## config.mk

```make
export PLATFORM = sky130hd
export DESIGN_NAME = if_prefetch
export DESIGN_NICKNAME = d
export VERILOG_FILES = /design/src/rtl/if_prefetch.sv
export SDC_FILE = /design/constraint.sdc
export NUM_CORES = 1
export LEC_CHECK = 0
export CAP_MARGIN = 20
export CORE_MARGIN = 2
export CORE_UTILIZATION = 30
export CTS_CLUSTER_DIAMETER = 80
export DETAILED_ROUTE_END_ITERATION = 8
export DONT_BUFFER_PORTS = 1
export GPL_TIMING_DRIVEN = 0
export SETUP_SLACK_MARGIN = 0.3
export SKIP_CTS_REPAIR_TIMING = 1
export SYNTH_ARGS = -nofsm -noshare
export SYNTH_HDL_FRONTEND = slang
export SYNTH_SLANG_ARGS = --single-unit
```

## constraint.sdc

```tcl
create_clock -name clk -period 12.8 [get_ports clk]
set_input_delay 2.56 -clock clk [delete_from_list [all_inputs] [get_ports clk]]
set_output_delay 2.56 -clock clk [all_outputs]
set_load 0.01 [all_outputs]
```

## src/rtl/if_prefetch.sv

```systemverilog
// Instruction-fetch stage: generates the fetch PC, keeps at most one memory read in flight,
// and buffers returned instructions with their PC+4 in a small queue that feeds decode.
module if_prefetch #(
    parameter int              ADDR_W   = 32,
    parameter int              DATA_W   = 32,
    parameter int              DEPTH    = 4,
    parameter logic [ADDR_W-1:0] RESET_PC = '0,
    parameter int              JR_SHIFT = 2
) (
    input  logic              clk,
    input  logic              reset,
    input  logic              branch_sel,
    input  logic [ADDR_W-1:0] branch_target,
    input  logic              jump,
    input  logic [ADDR_W-1:0] jump_target,
    input  logic              jump_reg,
    input  logic [ADDR_W-1:0] jr_value,
    output logic              imem_req,
    output logic [ADDR_W-1:0] imem_addr,
    input  logic              imem_ready,
    input  logic              imem_rvalid,
    input  logic [DATA_W-1:0] imem_rdata,
    output logic              inst_valid,
    input  logic              inst_ready,
    output logic [DATA_W-1:0] instruction,
    output logic [ADDR_W-1:0] inst_pc4,
    output logic [ADDR_W-1:0] pc_probe
);

    localparam int PTR_W = $clog2(DEPTH);
    localparam int CNT_W = PTR_W + 1;

    typedef enum logic [1:0] {
        S_IDLE,
        S_WAIT,
        S_DISCARD
    } state_t;

    state_t            r_state;
    logic [ADDR_W-1:0] r_fetch_pc;
    logic [ADDR_W-1:0] r_req_pc;
    logic [CNT_W-1:0]  r_count;
    logic [PTR_W-1:0]  r_wr_ptr;
    logic [PTR_W-1:0]  r_rd_ptr;
    logic [DATA_W-1:0] r_q_data [DEPTH];
    logic [ADDR_W-1:0] r_q_pc4  [DEPTH];

    logic              w_redirect;
    logic [ADDR_W-1:0] w_target;
    logic              w_issue;
    logic              w_push;
    logic              w_pop;

    // Jump-register outranks jump, which outranks a taken branch.
    always_comb begin
        w_target = branch_target;
        if (jump_reg) begin
            w_target = jr_value << JR_SHIFT;
        end else if (jump) begin
            w_target = jump_target;
        end
    end

    assign w_redirect = branch_sel | jump | jump_reg;

    // A request reserves a queue slot up front, so a returning response always has room.
    assign imem_req  = reset && (r_state == S_IDLE) && (r_count < CNT_W'(DEPTH)) && !w_redirect;
    assign imem_addr = r_fetch_pc;
    assign pc_probe  = r_fetch_pc;
    assign w_issue   = imem_req && imem_ready;
    assign w_push    = (r_state == S_WAIT) && imem_rvalid && !w_redirect;

    assign inst_valid  = (r_count != '0);
    assign w_pop       = inst_valid && inst_ready;
    assign instruction = inst_valid ? r_q_data[r_rd_ptr] : '0;
    assign inst_pc4    = inst_valid ? r_q_pc4[r_rd_ptr]  : '0;

    always_ff @(posedge clk) begin
        if (!reset) begin
            r_state    <= S_IDLE;
            r_fetch_pc <= RESET_PC;
            r_req_pc   <= '0;
            r_count    <= '0;
            r_wr_ptr   <= '0;
            r_rd_ptr   <= '0;
            for (int i = 0; i < DEPTH; i++) begin
                r_q_data[i] <= '0;
                r_q_pc4[i]  <= '0;
            end
        end else begin
            // A redirect while a read is outstanding turns that read into one whose data is dropped.
            case (r_state)
                S_IDLE: begin
                    if (w_issue) r_state <= S_WAIT;
                end
                S_WAIT: begin
                    if (imem_rvalid) r_state <= S_IDLE;
                    else if (w_redirect) r_state <= S_DISCARD;
                end
                S_DISCARD: begin
                    if (imem_rvalid) r_state <= S_IDLE;
                end
                default: r_state <= S_IDLE;
            endcase

            if (w_issue) r_req_pc <= r_fetch_pc;

            if (w_redirect) begin
                r_fetch_pc <= w_target;
            end else if (w_issue) begin
                r_fetch_pc <= r_fetch_pc + ADDR_W'(4);
            end

            // A pop coinciding with a redirect still completes; everything behind it is flushed.
            if (w_redirect) begin
                r_count  <= '0;
                r_wr_ptr <= '0;
                r_rd_ptr <= '0;
            end else begin
                if (w_push) begin
                    r_q_data[r_wr_ptr] <= imem_rdata;
                    r_q_pc4[r_wr_ptr]  <= r_req_pc + ADDR_W'(4);
                    r_wr_ptr           <= r_wr_ptr + PTR_W'(1);
                end
                if (w_pop) r_rd_ptr <= r_rd_ptr + PTR_W'(1);
                case ({w_push, w_pop})
                    2'b10:   r_count <= r_count + CNT_W'(1);
                    2'b01:   r_count <= r_count - CNT_W'(1);
                    default: r_count <= r_count;
                endcase
            end
        end
    end

endmodule

```

# Yosys cells after proc, flatten, opt, wreduce, memory -nomap -nowiden
# Memory sizes are Yosys's and may differ from the RTL's. A register that Yosys moved wholly into a read port is not among the register bits.
# Cells that the tools add are included.
dict set report classes {
  n_addsub 6
  multipliers 0
  n_div 0
  magnitude_cmp 1
  eq_ne 7
  shift 0
  n_mux 27
  bitwise_logic 3
  n_reduce_logical 16
}
# operator count
set op_table {}
lappend op_table {{2-to-1 mux 32 bit} 8}
lappend op_table {{adder 32 x 3 -> 32 bit (second input constant)} 2}
lappend op_table {{OR reduction 32 bit} 2}
lappend op_table {{2-to-1 mux 2 bit} 10}
lappend op_table {{logical AND 1 bit} 7}
lappend op_table {{2-to-1 mux 1 bit} 7}
lappend op_table {{one-hot mux 2 bit (3 select lines)} 1}
lappend op_table {{one-hot mux 3 bit (2 select lines)} 1}
lappend op_table {{adder 2 x 1 -> 2 bit (second input constant)} 2}
lappend op_table {{equality test 2 x 1 -> 1 bit (second input constant)} 2}
lappend op_table {{equality test 2 bit (second input constant)} 2}
lappend op_table {{inequality test 2 bit (second input constant)} 2}
lappend op_table {{nonzero test 2 bit} 2}
lappend op_table {{adder 3 x 1 -> 3 bit (second input constant)} 1}
lappend op_table {{less-than comparator 3 bit (second input constant)} 1}
lappend op_table {{inequality test 3 bit (second input constant)} 1}
lappend op_table {{AND reduction 3 bit} 1}
lappend op_table {{nonzero test 3 bit} 1}
lappend op_table {{subtractor 3 x 1 -> 3 bit (second input constant)} 1}
lappend op_table {{zero test 2 bit} 1}
lappend op_table {{OR 1 bit} 2}
lappend op_table {{OR reduction 2 bit} 1}
lappend op_table {{zero test 1 bit} 1}
lappend op_table {{NOT 1 bit} 1}
dict set report totals {
  reg_bits 73
  latch_bits 0
  ramBits 256
  romBits 0
  input_bits 136
  out_inout_bits 130
  word_cells 68
  memories 2
}
# memory depth word_bits read_ports rd_clocked_by_memory_dff write_ports line
set mem_list {}
lappend mem_list {r_q_data 4 32 1 1 4 45} ;# logic [DATA_W-1:0] r_q_data [DEPTH];
lappend mem_list {r_q_pc4 4 32 1 1 4 46} ;# logic [ADDR_W-1:0] r_q_pc4 [DEPTH];

# Logic depth before layout (Yosys ltp)
# Gate-level depths: netlist (run 1).
dict set report depth {
  word_depth 10
  mapped_depth 10
  ltp_nobuf 9
}

# Worst setup path before layout (run 1)
# No wires, ideal clock.
dict set report synth_timing {
  path_type {input -> output}
  start {input port branch_sel}
  end {output port imem_req}
  arrival_ns 3.764
  required_time_ns 10.240
  setup_slack_ns 6.476
  stages 4
  path_cell_list {buf_4 -> or4b_4 -> buf_6 -> nor4_1}
}
dict set report synth_between {
  elab_chain_len 4
}
# element line
set synth_lines {}
lappend synth_lines {{from (decl)} 12} ;# input logic branch_sel,
lappend synth_lines {{OR 1 bit (2 in series)} 64} ;# assign w_redirect = branch_sel | jump | jump_reg;
lappend synth_lines {{zero test 1 bit} 67} ;# assign imem_req = reset && (r_state == S_IDLE) && (r_count < CNT_W'(DEPTH)) && !w_redirect;
lappend synth_lines {{logical AND 1 bit} 67}
lappend synth_lines {{to (decl)} 18} ;# output logic imem_req,
# No other way between the ends.

# Worst setup path in the final report (run 1)
dict set report layout_timing {
  start {input port jump}
  end {output port imem_req}
}
dict set report layout_between {
  elab_chain_len 4
}
# element line
set layout_lines {}
lappend layout_lines {{from (decl)} 14} ;# input logic jump,
lappend layout_lines {{OR 1 bit (2 in series)} 64}
lappend layout_lines {{zero test 1 bit} 67}
lappend layout_lines {{logical AND 1 bit} 67}
# No other way between the ends.

==> flow_summary.toml, run 1 <==
[status]
status = "completed"

[synth]
syn_nets = 1492
syn_avg_cell_area_sq_um = 11.8
syn_inst = 1352
synth_cell_types = 60
synth_flop_cell = "edfxtp_1"
async_flop_share_pct = 0
mappedNetlistArea_sq_mm = 0.0159
ys_ff_latch = 331
synth-edff-count = 256
yosysSeqAreaShare_pct = 57.6
yosys_warnings = 0

[worst_setup_path]
r2r_cells = 7
regToRegStartpoint = "r_state[0]$_SDFFE_PN0P_"
path_class = "in2out"
r2r_end = "r_q_data[0][10]$_SDFFCE_PN0P_"
cp-end-kind = "output port"
critPathRequiredTime_ns = 10.24
arrival_ns = 4.10
cp_max_fo = 10
rrSetupSlack_ns = 9.78
start_kind = "input port"

[detailed_routing]
drtIter0Drc = 921
wl_mm = 46.8
dr.pass1.iters = 6
drcViolationCount = 0
routed_via_density = 5.10
postRouteAntennaNets = 0
wl_per_cell_microns = 22.1
num_vias = 10800

[die]
initial_core_util_pct = 30.3
rows = 84
core_sq_mm = 0.0526
chipWidth_microns = 235
ios = 266
die_h_microns = 235
dieArea_sq_mm = 0.0550

[finish]
fillers = 5265
postLayoutCoreUtil_pct = 34.6
multi_input_area_sq_mm = 0.00609
area_growth_pct = 14.1
drive_gt1_share_pct = 14.0
final_common_cell = "edfxtp_1"
register_area_sq_mm = 0.00919
final_cell_mix = "edfxtp_1, and2_1, nor2_1"
fin_nets = 1536

[timing]
worst-slew-pin-transition_ns = 1.04
min_period_ns = 6.66
hold_viol_final = 0
setup_violations = 0
clock_skew_ns = 0.0205
fmax_mhz = 150
fin_crit_sh_pct = 52.0
fin_ws_ns = 6.14
timing.slew.headroom_pct = 29.6
rsz0062_at_grt = "no"
maxSlewViolCount = 0
fin_hold_ws_ns = 0.497
tns_ns = 0

[place]
dp_hpwl_mm = 33.7
pre_cts_slack_ns = 6.01
port_buffers = 0
gp_congestion = 0.928

[hold_path]
worstHoldEndpoint = "r_req_pc[31]$_SDFFE_PN0P_"
hold_depth = 2
hold_class = "reg2reg"
min_from = "r_req_pc[31]$_SDFFE_PN0P_"

[power]
p_per_area_mw_per_mm2 = 132
p_leak_nw = 6.04
p_total_w = 0.00240
ir_drop_v = 0.0000768

[global_routing]
grt_overflow_total = 0
antenna_found_initial = 5
grt_util_all_layers_pct = 16.9
grt_max_degree = 57
grt_pass1_wl_mm = 69.3
grt_pass1_vias = 11000

[flow_run]
max-cap-violations = 0

[clock_tree]
cts.sinks = 331
cts.htree.levels = 2
clockBufferDepth = 3
worstSkewPairLatency_ns = 0.54
clkTransAtPathRegs_ns = 0.06
numCtsBuffers = 37
cts_root_buf = "clkbuf_16"
cts_tree = "built"
[stage by stage]
stage / cell area (sq um) / instances
after CTS: 18200 / 2113
after global routing: 18200 / 2117
after global placement: 16800 / 2040
after detailed placement: 17000 / 2045
final: 18200 / 2117
after floorplan: 15900 / 1352
[final cells by class]
cell class                 instances  area share, %
tap                              688           4.73
clock inverter                    18          0.770
inverter                          18          0.371
buffer                           124           3.47
antenna                            4         0.0550
sequential                       331           50.5
multi-input combinational        879           33.5
timing repair buffer               5          0.633
clock buffer                      50           6.00
[cells by family (layout without fill, tap and decap cells)]
group / after synthesis / after routing / synth area share [%]
flip-flops: 331 / 331 / 57.6
AND/OR/NAND/NOR: 602 / 602 / 19.6
adder cells (fa/ha/maj): 4 / 4 / 0.361
multiplexers: 69 / 69 / 9.36
buffers and inverters: 142 / 215 / 4.38
other: 0 / 4 / 0
AO/OA/AOI/OAI: 165 / 165 / 6.50
XOR/XNOR: 39 / 39 / 2.14
[state kept, by name, summed over array words and instances (netlist names), named ones only]
name / cells
r_state: 2
r_count: 3
r_q_pc4: 128
r_req_pc: 32
r_wr_ptr: 2
r_rd_ptr: 2
r_q_data: 128
imem_addr: 32
[routing by layer]
layer	routed length, microns	global-route usage [%]
met5	0	0
met4	1710	6.33
met3	3890	3.91
met1	18000	20.2
met2	23100	29.5
[Yosys cell counts, drive strengths merged (2+ instances only)]
| cell type | count | area share, % |
|---|---|---|
| o21ai | 39 | 1.2 |
| o22ai | 14 | 0.55 |
| a221o | 5 | 0.31 |
| o211a | 2 | 0.13 |
| a211oi | 5 | 0.24 |
| o211ai | 2 | 0.094 |
| dfxtp | 75 | 9.4 |
| buf | 58 | 2.4 |
| nand2 | 114 | 2.7 |
| nor4b | 2 | 0.11 |
| nand3b | 2 | 0.094 |
| nand2b | 4 | 0.16 |
| nor2 | 151 | 3.7 |
| inv | 16 | 0.38 |
| nor4 | 13 | 0.60 |
| xnor2 | 22 | 1.2 |
| a31oi | 4 | 0.16 |
| and4 | 11 | 0.60 |
| or4b | 2 | 0.17 |
| o221a | 2 | 0.14 |
| nor3 | 27 | 0.88 |
| a221oi | 2 | 0.11 |
| a21oi | 54 | 1.7 |
| nand3 | 27 | 0.88 |
| a22oi | 19 | 0.89 |
| mux2i | 4 | 0.25 |
| o221ai | 5 | 0.27 |
| or2 | 2 | 0.078 |
| and2 | 207 | 8.1 |
| and3 | 8 | 0.31 |
| clkbuf | 66 | 1.6 |
| edfxtp | 256 | 48 |
| nand4 | 19 | 0.75 |
| o31ai | 2 | 0.094 |
| clkinv | 2 | 0.047 |
| ha | 3 | 0.24 |
| or3 | 10 | 0.39 |
| mux4 | 64 | 9.0 |
| a311oi | 4 | 0.22 |
| xor2 | 17 | 0.93 |
[worst max-delay path by stage]
stage / start / endpoint / slack (ns) / depth (start not counted)
after CTS: branch_sel / imem_req / 6.01 / 4
final: jump / imem_req / 6.14 / 4
after detailed placement: branch_sel / imem_req / 6.01 / 4
after floorplan: branch_sel / imem_req / 6.48 / 4
after global placement: branch_sel / r_q_data[0][6]$_SDFFCE_PN0P_ / 5.06 / 7
after global routing: jump / imem_req / 6.00 / 4
[worst max-delay path, cell delays in order]
cell,delay (ns)
clkbuf_1,0.17
or4b_4,0.55
buf_6,0.19
nor4_1,0.62
[report_power, final]
part / switching (W) / internal [W] / total, W
Combinational: 0.0000685 / 0.0000424 / 0.000111
Sequential: 0.0000302 / 0.00119 / 0.00122
Clock: 0.000429 / 0.000639 / 0.00107
Note: power is estimated with default switching activity, not from simulation.
==> run 2: changes to the inputs <==
clock period = 5.55 ns   (was 12.8 ns; I/O delays follow)
==> flow_summary.toml, run 2 (same netlist as run 1, synthesis figures left out) <==
[clock_tree]
cts_tree = "built"
cts.htree.levels = 2
cts_root_buf = "clkbuf_16"
clkTransAtPathRegs_ns = 0.06
clockBufferDepth = 3
cts.sinks = 331
numCtsBuffers = 37
worstSkewPairLatency_ns = 0.54

[worst_setup_path]
cp_max_fo = 10
path_class = "reg2out"
arrival_ns = 2.85
cp.depth = 4
timing.critical_path.buf_inv = 2
r2r_end = "r_q_data[0][10]$_SDFFCE_PN0P_"
r2r_cells = 7
rrSetupSlack_ns = 2.53
critPathRequiredTime_ns = 4.44
crit_family = "buffers and inverters"
cp-endpoint = "inst_pc4[19]"
crit_chain = "clkbuf_1 > buf_2 > mux4_2 > and2_1"
slowest_stage = "clkbuf_1"
critPathMaxStageDelay_ns = 0.69
start_kind = "register"
regToRegStartpoint = "r_state[0]$_SDFFE_PN0P_"
cp-end-kind = "output port"

[timing]
setup_violations = 0
timing.slew.headroom_pct = 27.9
fin_hold_ws_ns = 0.494
min_period_ns = 3.96
maxSlewViolCount = 0
clock_skew_ns = 0.0203
fmax_mhz = 253
tns_ns = 0
worst-slew-pin-transition_ns = 1.07
fin_crit_sh_pct = 71.3
rsz0062_at_grt = "no"
hold_viol_final = 0

[detailed_routing]
drtIter0Drc = 882
wl_mm = 46.8
drcViolationCount = 0
postRouteAntennaNets = 0
routed_via_density = 5.11
dr.pass1.iters = 6
wl_per_cell_microns = 22.1
num_vias = 10800

[finish]
fin_nets = 1536
area_growth_pct = 14.1
fillers = 5265
reg_top3 = "r_q_data (128), r_q_pc4 (128)"
final_cell_mix = "edfxtp_1, and2_1, nor2_1"
drive_gt1_share_pct = 14.0
final_common_cell = "edfxtp_1"

[place]
gp_congestion = 0.928
dp_hpwl_mm = 33.7
port_buffers = 0

[die]
chipWidth_microns = 235
rows = 84
core_sq_mm = 0.0526
initial_core_util_pct = 30.3
ios = 266
die_h_microns = 235
dieArea_sq_mm = 0.0550

[global_routing]
grt_max_degree = 57
grt_pass1_vias = 11000
grt_overflow_total = 0
antenna_found_initial = 4
grt_pass1_wl_mm = 69.3
grt_util_all_layers_pct = 16.9

[hold_path]
hold_class = "reg2reg"
min_from = "r_req_pc[31]$_SDFFE_PN0P_"

[flow_run]
max-cap-violations = 0

[power]
ir_drop_v = 0.000178
p_leak_nw = 6.04
p_per_area_mw_per_mm2 = 304

[status]
status = "completed"
[run 2: cell type report]
class	instances	area, sq um	share of cell area (%)
plain buffers	124	631	3.47
flip-flops and latches	331	9190	50.5
multi-input cells	879	6090	33.5
inverters	18	67.6	0.371
clock inverters	18	140	0.770
diodes	4	10.0	0.0550
well taps	688	861	4.73
repair buffers	5	115	0.633
clock buffers	50	1090	6.00
[run 2: metrics by stage]
stage	utilization [%]	power [W]	setup WS [ns]	area [sq um]	instances
after floorplan	-	0.00302	1.14	15900	1352
after global placement	32.0	0.00311	-0.739	16800	2040
after detailed placement	32.3	0.00312	1.23	17000	2045
after CTS	34.6	0.00558	1.45	18200	2113
after global routing	34.6	0.00572	1.38	18200	2117
final	34.6	0.00554	1.59	18200	2117
[run 2: where the power goes]
group	internal, W	switching (W)	total (W)
clock network	0.00147	0.000994	0.00247
registers	0.00274	0.0000700	0.00281
logic	0.0000978	0.000157	0.000255
[run 2: how the worst min path moves through the flow]
stage                                     end  slack (ns)  cells after the start
global route        r_req_pc[10]$_SDFFE_PN0P_        0.52                      2
CTS                 r_req_pc[31]$_SDFFE_PN0P_        0.50                      2
detailed placement  r_req_pc[31]$_SDFFE_PN0P_        0.49                      2
floorplan           r_req_pc[31]$_SDFFE_PN0P_        0.44                      2
finish              r_req_pc[31]$_SDFFE_PN0P_        0.49                      2
global placement    r_req_pc[10]$_SDFFE_PN0P_        0.48                      2
[run 2: tightest hold or removal path, cell delays in order, from the launching register on]
cell	delay (ns)
dfxtp_1	0.33
nand2_1	0.06
a21oi_1	0.06
[run 2: layer usage]
layer	vias up	share of wire (%)	global-route usage (%)
met4	0	3.6	6.33
met2	470	50	29.5
li1	4983	-	-
met3	89	8.5	3.91
met1	5280	38	20.2
met5	-	0	0
